**src/rtl/sram_d_arbiter.sv**
```systemverilog
// rtl/sram_d_arbiter.sv - two-master OBI arbiter for the scratchpad RAM data port
// Optional feature macro: SRAM_ARB_ROUND_ROBIN_EN (round-robin ties; fixed m0 priority otherwise)
module sram_d_arbiter #(
  parameter int ADDR_W = 32,
  parameter int DATA_W = 32
) (
  input  logic                clk_i,
  input  logic                rst_ni,
  input  logic                m0_req_i,
  output logic                m0_gnt_o,
  input  logic [ADDR_W-1:0]   m0_addr_i,
  input  logic                m0_we_i,
  input  logic [DATA_W/8-1:0] m0_be_i,
  input  logic [DATA_W-1:0]   m0_wdata_i,
  output logic                m0_rvalid_o,
  output logic [DATA_W-1:0]   m0_rdata_o,
  input  logic                m1_req_i,
  output logic                m1_gnt_o,
  input  logic [ADDR_W-1:0]   m1_addr_i,
  input  logic                m1_we_i,
  input  logic [DATA_W/8-1:0] m1_be_i,
  input  logic [DATA_W-1:0]   m1_wdata_i,
  output logic                m1_rvalid_o,
  output logic [DATA_W-1:0]   m1_rdata_o,
  output logic                s_req_o,
  input  logic                s_gnt_i,
  output logic [ADDR_W-1:0]   s_addr_o,
  output logic                s_we_o,
  output logic [DATA_W/8-1:0] s_be_o,
  output logic [DATA_W-1:0]   s_wdata_o,
  input  logic                s_rvalid_i,
  input  logic [DATA_W-1:0]   s_rdata_i,
  output logic                proto_err_o
);

  // Winner of this cycle's arbitration: 0 = m0, 1 = m1.
  logic w_sel_m1;
  // A request is accepted by the RAM this cycle.
  logic w_accept;
  // The response register holds a read, so RAM data must arrive now.
  logic w_rd_pending;
  // Response-protocol violation observed this cycle.
  logic w_err;

  // Response register: one outstanding transaction, returned the next cycle.
  logic r_rsp_valid;
  logic r_rsp_id;
  logic r_rsp_we;
  logic r_proto_err;

`ifdef SRAM_ARB_ROUND_ROBIN_EN
  // Most recent winner. Resets to m1 so that the first tie after reset goes to m0.
  logic r_last;

  // Round-robin pick: on a tie the master that did not win last time wins.
  always_comb begin
    w_sel_m1 = 1'b0;
    if (m0_req_i && m1_req_i) begin
      w_sel_m1 = ~r_last;
    end else begin
      w_sel_m1 = m1_req_i;
    end
  end

  // Pointer advances only when the RAM actually accepts a request.
  always_ff @(posedge clk_i or negedge rst_ni) begin
    if (!rst_ni) begin
      r_last <= 1'b1;
    end else if (w_accept) begin
      r_last <= w_sel_m1;
    end
  end
`else
  // Fixed priority pick: m1 wins only while m0 is idle.
  always_comb begin
    w_sel_m1 = 1'b0;
    w_sel_m1 = m1_req_i & ~m0_req_i;
  end
`endif

  // Request path: forward the winner's fields and steer the RAM grant back to it.
  always_comb begin
    s_req_o   = m0_req_i | m1_req_i;
    s_addr_o  = w_sel_m1 ? m1_addr_i  : m0_addr_i;
    s_we_o    = w_sel_m1 ? m1_we_i    : m0_we_i;
    s_be_o    = w_sel_m1 ? m1_be_i    : m0_be_i;
    s_wdata_o = w_sel_m1 ? m1_wdata_i : m0_wdata_i;
    m0_gnt_o  = m0_req_i & ~w_sel_m1 & s_gnt_i;
    m1_gnt_o  = m1_req_i &  w_sel_m1 & s_gnt_i;
    w_accept  = s_req_o & s_gnt_i;
  end

  // Capture who was granted and whether it was a write; the response leaves next cycle.
  always_ff @(posedge clk_i or negedge rst_ni) begin
    if (!rst_ni) begin
      r_rsp_valid <= 1'b0;
      r_rsp_id    <= 1'b0;
      r_rsp_we    <= 1'b0;
    end else begin
      r_rsp_valid <= w_accept;
      if (w_accept) begin
        r_rsp_id <= w_sel_m1;
        r_rsp_we <= s_we_o;
      end
    end
  end

  // Response path: rvalid to the owner only; read data passes through, writes return zero.
  always_comb begin
    m0_rvalid_o = r_rsp_valid & ~r_rsp_id;
    m1_rvalid_o = r_rsp_valid &  r_rsp_id;
    m0_rdata_o  = '0;
    m1_rdata_o  = '0;
    if (r_rsp_valid && !r_rsp_we) begin
      if (r_rsp_id) begin
        m1_rdata_o = s_rdata_i;
      end else begin
        m0_rdata_o = s_rdata_i;
      end
    end
  end

  // RAM rvalid must coincide exactly with a read response slot.
  always_comb begin
    w_rd_pending = r_rsp_valid & ~r_rsp_we;
    w_err        = (w_rd_pending & ~s_rvalid_i) | (s_rvalid_i & ~w_rd_pending);
  end

  // Sticky error flag, cleared only by reset.
  always_ff @(posedge clk_i or negedge rst_ni) begin
    if (!rst_ni) begin
      r_proto_err <= 1'b0;
    end else if (w_err) begin
      r_proto_err <= 1'b1;
    end
  end

  assign proto_err_o = r_proto_err;

endmodule

```
**config.mk**
```make
export PLATFORM = sky130hd
export DESIGN_NAME = sram_d_arbiter
export DESIGN_NICKNAME = d
export VERILOG_FILES = /design/src/rtl/sram_d_arbiter.sv
export SDC_FILE = /design/constraint.sdc
export NUM_CORES = 1
export LEC_CHECK = 0
export ABC_CLOCK_PERIOD_IN_PS = 1590
export BUFFER_PORTS_ARGS = -buffer_cell sky130_fd_sc_hd__buf_2
export CAP_MARGIN = 10
export CORE_AREA = 2 2 122 124
export DETAILED_ROUTE_END_ITERATION = 10
export DIE_AREA = 0 0 124 126
export SLEW_MARGIN = 10
export SYNTH_ARGS = -nofsm -noshare
export SYNTH_HDL_FRONTEND = slang
export SYNTH_SLANG_ARGS = --single-unit
```
**constraint.sdc**
```tcl
create_clock -name clk_i -period 1.59 [get_ports clk_i]
set_clock_uncertainty 0.15 [all_clocks]
set_input_delay 0.159 -clock clk_i [delete_from_list [all_inputs] [get_ports clk_i]]
set_output_delay 0.159 -clock clk_i [all_outputs]
set_load 0.02 [all_outputs]
```
==> impl_metrics.tcl <==
set metrics [dict create \
    status "finished, violations left" \
    violations "setup timing" \
    root_buffer "clkbuf_16" \
    yosys_warnings 0 \
    vias_per_cell 3.92 \
    fill_cells 1538 \
    worst_slack_ns -0.193 \
    port_buffers 314 \
    clk_path_buf_depth 2 \
    route.antenna.remaining_nets 0 \
    drive_gt1_frac 0.888 \
    placed_cells 664 \
    async_reset_ff_frac 1.00 \
    pin_count 315 \
    numCtsBuffers 3 \
    finalCritPeriodShare 1.12 \
    place_congestion 0.787 \
    max_slew_margin 0.801 \
    synth.most_common_cell "mux2_4" \
    h-tree-depth 1 \
    hold_class "input pin to register" \
    worstMarginPinSlew_ns 0.298 \
    cap_viol_max_count 0 \
    overflow 0 \
    yosysSeqAreaShare 0.0546 \
    ys_types 20 \
    synthCells 171 \
    antenna_found_initial 1 \
    worstSetupEndpointType "output port" \
    synth_top_area_share 0.566 \
    required_ns 1.28 \
    yosys-top-cells-count "mux2_4 (69), and2_1 (33), and3_1 (33)" \
    stdcell_count 675 \
    hold_viol 0 \
    synth_area_leader_cell "mux2_4" \
    clk_pin_slew_ns 0.03 \
    design_area_mm2 0.00412 \
    grt.total_usage 0.112 \
    pwr_density_cell_mw_per_mm2 433 \
    nNetsFinal 668 \
    hold_depth 2 \
    ff2ff_setup_slack_ns 0.23 \
    cp_max_fo 8 \
    rsz0062_at_grt "yes" \
    totalWireLength_um 11000 \
    grt_start_max_net_pins 36 \
    finalSetupViolations 64 \
    dp_hpwl_um 8600 \
    period_needed_ns 1.78 \
    grt_pass1_wl_um 13500 \
    syn_area_mm2 0.00183 \
    path_class "register to output port" \
    synth_area_leaders "mux2_4 (57%), and2_1 (11%), and3_1 (11%), buf_12 (7.7%), dfrtp_1 (5.5%)" \
    slew_violations 0 \
    max_freq_mhz 561 \
    p_leak_nw 2.55 \
    final-seq-area_um2 100 \
    reg2reg_depth 5 \
    cts_tree "done" \
    die_h_um 126 \
    via_count 2646 \
    initial_core_util 0.128 \
    synth-edff-count 0 \
    wl_per_cell_um 16.3 \
    die_area_mm2 0.0156 \
    synth_seq_cells 4 \
    synth_nets 347 \
    drtIter0Drc 53 \
    area.growth.synth_to_final_pct 125 \
    fin_util 0.288 \
    place_area_mm2 0.00358 \
    clock_latency_ns 0.22 \
    ys.flop_type "dfrtp_1" \
    num_rows 44 \
    pre_cts_ws_ns 0.0430 \
    grt_pass1_vias 2460 \
    core-area_mm2 0.0143 \
    die_width_um 124 \
    cp.arrival_ns 1.47 \
    peakVddDrop_mv 0.505 \
    dr.pass1.iters 4 \
    critPathLaunchType "register" \
    avgSynthCellArea_um2 10.7 \
    multi_input_area_mm2 0.00161 \
    cts.sinks 4 \
    fin_setup_tns_ns -9.83 \
    drc 0 \
]
-- final timing paths --
kind	start	to
hold / removal	s_gnt_i	r_rsp_we$_DFFE_PN0P_
setup / recovery	r_rsp_we$_DFFE_PN0P_	m0_rdata_o[11]
min in group asynchronous	rst_ni	r_rsp_valid$_DFF_PN0_
hold reg to reg	proto_err_o$_DFFE_PN0P_	proto_err_o$_DFFE_PN0P_
max in group asynchronous	rst_ni	proto_err_o$_DFFE_PN0P_
setup reg to reg	r_rsp_we$_DFFE_PN0P_	proto_err_o$_DFFE_PN0P_
-- cells by family after synthesis --
group,Yosys count,synth area share
mux,69,0.566
buf+inv,18,0.105
flops,4,0.0546
xor+xnor,1,0.00478
simple gates,75,0.257
compound gates,4,0.0130
-- per-layer routing --
| layer | wire, um | track usage | up-vias |
|---|---|---|---|
| met3 | 1090 | 0.0258 | 4 |
| met2 | 5400 | 0.208 | 162 |
| met5 | 0 | 0 | - |
| met1 | 4430 | 0.135 | 1227 |
| met4 | 82 | 0.00991 | 0 |
| li1 | - | - | 1253 |
-- critical path, cell delays in order (launching register included) --
cell and delay (ns):
dfrtp_1 0.36, and2b_4 0.24, and2b_4 0.22, clkbuf_16 0.18, and2_4 0.14, buf_6 0.11
-- final cells by class --
type,count,area share
Inverter,1,0.000910
Sequential cell,4,0.0243
Tap cell,184,0.0558
Timing Repair Buffer,333,0.509
Clock buffer,3,0.0182
Multi-Input combinational cell,149,0.391
Antenna cell,1,0.000607
-- flip-flops by register name (all words and copies together) (netlist names) --
name         flops
r_rsp_id         1
r_rsp_we         1
r_rsp_valid      1
proto_err_o      1
-- per-stage QoR --
step                      power (mW)  hold slack (ns)
after floorplan                0.795           -0.287
after global placement          1.27           -0.183
after detailed placement        1.27           -0.183
after CTS                       1.75           0.0257
after global routing            1.88           0.0435
final                           1.79           0.0245
-- power by group --
group	internal [mW]	leakage [nW]	switching, mW	total, mW
Clock	0.321	0.0370	0.0718	0.393
Combinational	0.653	2.47	0.627	1.28
Sequential	0.110	0.0440	0.00346	0.114
-- what timing repair did --
item	CTS	global route
gates resized for setup	89	37
hold buffers	1	0
gates cloned	1	3
buffers inserted	2	0
hold endpoints to repair	4	0
endpoints found under the setup margin	64	64
pin swaps	0	22
-- cell usage in the layout, fill, tap and decap left out --
cell           instances
or2_2                  1
a21oi_1                2
inv_1                  1
buf_12                 4
and3_1                33
mux2_4                69
clkbuf_16              5
o22ai_1                1
and2_4                26
and2b_4                2
buf_2                250
dlygate4sd3_1          1
dfrtp_1                4
nand2b_4               1
nor2b_1                1
and2_2                 1
xnor2_1                1
and2_1                 7
nor2_1                 2
buf_4                 44
buf_6                 31
buf_16                 1
nand2b_1               1
o21a_1                 1
diode_2                1
No activity file was read; power rests on OpenSTA's default activity.
